===== config.mk =====
export PLATFORM = sky130hd
export DESIGN_NAME = diff_sq_inverter_flat
export DESIGN_NICKNAME = d
export VERILOG_FILES = /design/src/rtl/diff_sq_inverter_if.sv /design/src/rtl/diff_sq_inverter.sv /design/src/flat_wrapper.sv
export SDC_FILE = /design/constraint.sdc
export NUM_CORES = 2
export LEC_CHECK = 0
export ABC_AREA = 1
export CORE_ASPECT_RATIO = 0.75
export CORE_UTILIZATION = 60
export DETAILED_ROUTE_END_ITERATION = 16
export PLACE_DENSITY = 0.77
export SYNTH_ARGS = -nofsm -noshare
export SYNTH_HDL_FRONTEND = slang
export SYNTH_SLANG_ARGS = --single-unit

===== constraint.sdc =====
create_clock -name csi_clk -period 10.38 [get_ports csi_clk]
set_input_delay 1.038 -clock csi_clk [delete_from_list [all_inputs] [get_ports csi_clk]]
set_output_delay 1.038 -clock csi_clk [all_outputs]
set_load 0.05 [all_outputs]

===== src/rtl/diff_sq_inverter_if.sv =====
// Handshake conduits of diff_sq_inverter: R/B request in, recovered A out.
interface diff_sq_inverter_if #(
    parameter int N = 32
);
    logic [N-1:0] coe_R;
    logic [N-1:0] coe_B;
    logic         coe_in_valid;
    logic         coe_in_ready;
    logic [N-1:0] coe_A;
    logic         coe_exact;
    logic         coe_out_valid;
    logic         coe_out_ready;

    modport master (
        output coe_R, coe_B, coe_in_valid, coe_out_ready,
        input  coe_in_ready, coe_A, coe_exact, coe_out_valid
    );

    modport slave (
        input  coe_R, coe_B, coe_in_valid, coe_out_ready,
        output coe_in_ready, coe_A, coe_exact, coe_out_valid
    );
endinterface


===== src/rtl/diff_sq_inverter.sv =====
// Recovers A = floor(sqrt(R + B*B)) with a bit-serial restoring square root,
// one result bit per clock.
module diff_sq_inverter #(
    parameter int N = 32
) (
    input  logic              csi_clk,
    input  logic              rsi_srst_n,
    diff_sq_inverter_if.slave bus
);
    localparam int CW = $clog2(N);

    localparam logic [1:0] ST_IDLE = 2'd0;
    localparam logic [1:0] ST_SQ   = 2'd1;
    localparam logic [1:0] ST_ROOT = 2'd2;
    localparam logic [1:0] ST_DONE = 2'd3;

    localparam logic [CW-1:0] CNT_TOP = CW'(N - 1);
    localparam logic [CW-1:0] CNT_ONE = CW'(1);

    logic [1:0]     state_q;
    logic [N-1:0]   r_q;
    logic [N-1:0]   b_q;
    logic [2*N-1:0] s_q;
    logic [N+1:0]   rem_q;
    logic [N-1:0]   root_q;
    logic [CW-1:0]  cnt_q;
    logic [N-1:0]   a_q;
    logic           exact_q;

    logic [2*N-1:0] b_wide;
    logic [2*N-1:0] s_nx;
    logic [1:0]     pair;
    logic [N+1:0]   rem_sh;
    logic [N+1:0]   trial;
    logic           take;
    logic [N+1:0]   rem_nx;
    logic [N-1:0]   root_nx;

    // Full 2N-bit square: R + B*B never exceeds 2^2N - 2^N, so no carry is lost.
    always_comb begin
        b_wide = {{N{1'b0}}, b_q};
        s_nx   = {{N{1'b0}}, r_q} + b_wide * b_wide;
    end

    // One restoring step: bring down the next bit pair and try to subtract 4*root+1.
    always_comb begin
        pair    = s_q[{cnt_q, 1'b0} +: 2];
        rem_sh  = (rem_q << 2) | {{N{1'b0}}, pair};
        trial   = ({2'b00, root_q} << 2) | {{(N+1){1'b0}}, 1'b1};
        take    = (rem_sh >= trial);
        rem_nx  = take ? (rem_sh - trial) : rem_sh;
        root_nx = (root_q << 1) | {{(N-1){1'b0}}, take};
    end

    always_ff @(posedge csi_clk) begin
        if (!rsi_srst_n) begin
            state_q <= ST_IDLE;
            r_q     <= '0;
            b_q     <= '0;
            s_q     <= '0;
            rem_q   <= '0;
            root_q  <= '0;
            cnt_q   <= '0;
            a_q     <= '0;
            exact_q <= 1'b0;
        end else begin
            case (state_q)
                ST_IDLE: begin
                    if (bus.coe_in_valid) begin
                        r_q     <= bus.coe_R;
                        b_q     <= bus.coe_B;
                        state_q <= ST_SQ;
                    end
                end
                ST_SQ: begin
                    s_q     <= s_nx;
                    rem_q   <= '0;
                    root_q  <= '0;
                    cnt_q   <= CNT_TOP;
                    state_q <= ST_ROOT;
                end
                ST_ROOT: begin
                    rem_q  <= rem_nx;
                    root_q <= root_nx;
                    cnt_q  <= cnt_q - CNT_ONE;
                    // Results are latched here so they only move on entry to DONE.
                    if (cnt_q == '0) begin
                        a_q     <= root_nx;
                        exact_q <= (rem_nx == '0);
                        state_q <= ST_DONE;
                    end
                end
                ST_DONE: begin
                    if (bus.coe_out_ready) begin
                        state_q <= ST_IDLE;
                    end
                end
                default: state_q <= ST_IDLE;
            endcase
        end
    end

    assign bus.coe_in_ready  = (state_q == ST_IDLE);
    assign bus.coe_out_valid = (state_q == ST_DONE);
    assign bus.coe_A         = a_q;
    assign bus.coe_exact     = exact_q;
endmodule


===== src/flat_wrapper.sv =====
// flat-port wrapper written by rule: the top's interface ports become plain ports
module diff_sq_inverter_flat 
#(
    parameter int N = 32
)
  (csi_clk, rsi_srst_n, bus_coe_R, bus_coe_B, bus_coe_in_valid, bus_coe_out_ready, bus_coe_in_ready, bus_coe_A, bus_coe_exact, bus_coe_out_valid);
  diff_sq_inverter_if #(.N(N)) bus_i ();
  input  logic csi_clk;
  input  logic rsi_srst_n;
  input wire logic [$bits(bus_i.coe_R)-1:0] bus_coe_R;
  input wire logic [$bits(bus_i.coe_B)-1:0] bus_coe_B;
  input wire logic [$bits(bus_i.coe_in_valid)-1:0] bus_coe_in_valid;
  input wire logic [$bits(bus_i.coe_out_ready)-1:0] bus_coe_out_ready;
  output wire logic [$bits(bus_i.coe_in_ready)-1:0] bus_coe_in_ready;
  output wire logic [$bits(bus_i.coe_A)-1:0] bus_coe_A;
  output wire logic [$bits(bus_i.coe_exact)-1:0] bus_coe_exact;
  output wire logic [$bits(bus_i.coe_out_valid)-1:0] bus_coe_out_valid;
  assign bus_i.coe_R = bus_coe_R;
  assign bus_i.coe_B = bus_coe_B;
  assign bus_i.coe_in_valid = bus_coe_in_valid;
  assign bus_i.coe_out_ready = bus_coe_out_ready;
  assign bus_coe_in_ready = bus_i.coe_in_ready;
  assign bus_coe_A = bus_i.coe_A;
  assign bus_coe_exact = bus_i.coe_exact;
  assign bus_coe_out_valid = bus_i.coe_out_valid;
  diff_sq_inverter #(.N(N)) u_core (.csi_clk(csi_clk), .rsi_srst_n(rsi_srst_n), .bus(bus_i));
endmodule

==> key figures <==
Floorplanning
  – Starting density of the core: 0.613
  – CORE AREA: just under 70000 um^2
  – Die area: between 70000 and 80000 um^2
  – Die H: approximately 230 um
  – Chip width: between 300 and 400 um
  – I/O pin count: a little over 100
  – # rows: 83

Global route
  – GR Overflow Total: 0
  – Largest net degree at the start of global routing: between 90 and 100
  – Vias in the first global route: 34300
  – GRT Util Overall: 0.327
  – Global-route wire length before repair: between 150000 and 200000 um
  – Antenna violations before repair: 0

Timing
  – Worst-margin pin slew: around 1.4 ns
  – Fin crit share: 0.832
  – Worst clock skew: approximately 0.021 ns
  – F_max: 0.116 GHz
  – Pins Over Slew Limit: 0
  – RSZ-0062 raised after global routing: false
  – Setup violators final: 0
  – Slew HR: 0.0766
  – Post-route setup TNS: 0 ns
  – Hold Violations, Final: 0
  – Crit path time final: approximately 8.6 ns

Run status
  – Run status: complete, no violations

Critical path
  – Worst Path Buf+Inv: 7
  – Peak fanout along the critical path: 18
  – Critical path's top delay family: adder cells
  – Slowest stage cell on the critical path: dfxtp_1
  – CP startpoint kind: flop
  – Crit-path most repeated cell: fa_1
  – Crit path required time: ~11 ns
  – CP endpoint kind: flop
  – Slowest Stage Delay on Critical Path: 0.75 ns
  – Crit path DAT: 9.17 ns
  – CP Class: flop to flop

Synthesis
  – Post-synthesis sequential area ratio: 0.110
  – FF+latch count, synth: approximately 230
  – Post-synth top flop: dfxtp_1
  – Mux contribution to synthesized area: 0
  – Simple-gate share of the synthesized area: 0.131
  – Ys async rst share: 0
  – Compound-gate portion of the synthesized area: 0.0853
  – YS warnings: 0
  – Avg Cell Area, Syn: 7.96 um^2
  – Syn_nets: between 6000 and 7000
  – Post-Syn Instances: between 5000 and 6000
  – Synth Area in Adders: 0.492
  – Largest family of logic cells by synthesized area: adder cells
  – Post-synth EDFFs: 0
  – Synth cell types: 51
  – Post-Syn Area: between 40000 and 50000 um^2
  – XOR/XNOR Fraction of Synth Area: 0.0229

Job
  – MaxCap Viol Count: 0

Placed design
  – Buffers on Ports: roughly 100
  – Dpl cells: around 6200
  – Dpl hpwl: about 90000 um
  – Post-Place Cell Area: approximately 44000 um^2
  – Placer congestion estimate: approximately 0.97

Clocking
  – Clk slew on worst S/H paths: ~0.070 ns
  – # Post-CTS Setup Buffers: 0
  – Num CTS Buffers: 29
  – Post-CTS Resized: 0
  – TritonCTS Sinks: approximately 230
  – Bufs on Longest Clock Path: 3
  – Root Buffer: clkbuf_16
  – CTS Hold Bufs: 0
  – Clock Latency Late Sink: ~0.60 ns
  – H-tree depth reported by CTS: 1
  – CTS tree: done

Detailed routing
  – Vias/cell: around 5.3
  – Drt first-iter violations: a little under 3000
  – WL per Instance: 17.7 um
  – Drt pass-1 iters: 6
  – Post-route ant nets: 0
  – DRC errors left: 0
  – Total number of vias: 33100
  – Final wirelength: approximately 110000 um

Worst hold path
  – HP Class: flop to flop

Final layout
  – Post-Layout Inst Area: around 45000 um^2
  – Synth-to-layout area growth: 6.34%
  – Nets: around 6500
  – Antenna cells: 0
  – Share of layout cells above drive strength 1: 0.0298
  – Layout Cells excl Fill: 6262
  – Fillers: 5893
## layer usage
layer,GRT usage,vias to the layer above,share of wire
li1,-,15500,-
met1,0.483,16000,0.44
met2,0.493,1418,0.43
met3,0.0695,151,0.11
met4,0.0730,0,0.024
met5,0,-,0
## layout make-up
cell class                 count  area, um^2  area share
multi-input combinational   3317       31000       0.688
inverter                    1574        5910       0.131
sequential                   232        4640       0.103
timing repair buffer         152        1390      0.0309
tap                          935        1170      0.0260
clock buffer                  37         786      0.0174
clock inverter                15         161     0.00358
## metrics by stage
stage               utilization  setup WS, ns  hold WS (ns)
floorplan                     -          2.90         0.434
global placement          0.638          2.00         0.444
detailed placement        0.638          1.94         0.447
CTS                       0.652          1.89         0.456
global route              0.652          1.36         0.485
finish                    0.652          1.75         0.458
## worst paths after layout
path                  start              to  slack, ns  cells past startpoint
max          u_core.b_q[18]  u_core.s_q[58]       1.75                     30
max reg2reg  u_core.b_q[18]  u_core.s_q[58]       1.75                     30
min reg2reg   u_core.s_q[0]   u_core.s_q[0]       0.46                      2
min           u_core.s_q[0]   u_core.s_q[0]       0.46                      2
## sequential cells by signal, summed over array words and instances (netlist names)
signal and flops:
u_core.bus.coe_A 32, u_core.bus.coe_exact 1, u_core.s_q 64, u_core.root_q 32
u_core.r_q 32, u_core.cnt_q 5, u_core.b_q 32, u_core.state_q 2
u_core.rem_q 32
## cell families after synthesis
kind of cell / count (synthesis)
AO/OA/AOI/OAI: 661
XOR/XNOR: 111
adder cells (fa/ha/maj): 1168
buffers and inverters: 1774
flip-flops: 232
AND/OR/NAND/NOR: 1377
## worst min-delay path: stages (launching register included)
cell and delay (ns):
dfxtp_1 0.30, inv_1 0.06, a21oi_1 0.06
## layout by cell type, fill, tap and decap left out, types with 40 or more instances in the layout
cell type,netlist,final
inv_1,1566,1565
nand2_1,918,917
fa_1,832,832
ha_1,336,336
a21oi_1,296,296
nor2_1,255,254
dfxtp_1,232,232
o21ai_0,224,224
nand3_1,123,123
clkdlybuf4s50_1,0,101
xor2_1,71,71
buf_4,4,51
xnor2_1,40,40
## cell usage after synthesis (2+ instances only)
cell type     n  area [um^2]
nor2_1      255          957
inv_1      1566         5880
or2_1         3         18.8
o21a_1       11         82.6
o21ai_0     224         1120
nand2_2      11         68.8
clkinv_1      2         7.51
o2111ai_1     2         17.5
dfxtp_1     232         4640
xor2_1       71          622
ha_1        336         4200
a31o_2        4         35.0
or2_2        19          119
nand3_1     123          616
o21ai_2       3         26.3
a21o_1       25          188
o211ai_1     13         97.6
fa_1        832        16700
a221oi_1      2         17.5
nand2_1     918         3450
and3_1        4         25.0
nand3b_1      3         22.5
o22ai_1       4         25.0
o21ai_1       8         40.0
clkbuf_1    171          642
inv_2         5         18.8
nand4_1      11         68.8
buf_2         8         40.0
a21oi_2       5         43.8
nand3_2       2         20.0
a31oi_1      39          244
o221ai_1      4         35.0
buf_6         7         78.8
o21bai_1     13         97.6
a211oi_1      2         15.0
buf_1         9         33.8
nor3_1       10         50.1
nor2_2        5         31.3
nor4_1       10         62.6
xnor2_1      40          350
a21oi_1     296         1480
buf_4         4         30.0
a21boi_0      3         22.5
Power is not shown: default switching activity piles up to over one toggle a cycle in this logic, so the estimate is an artifact.
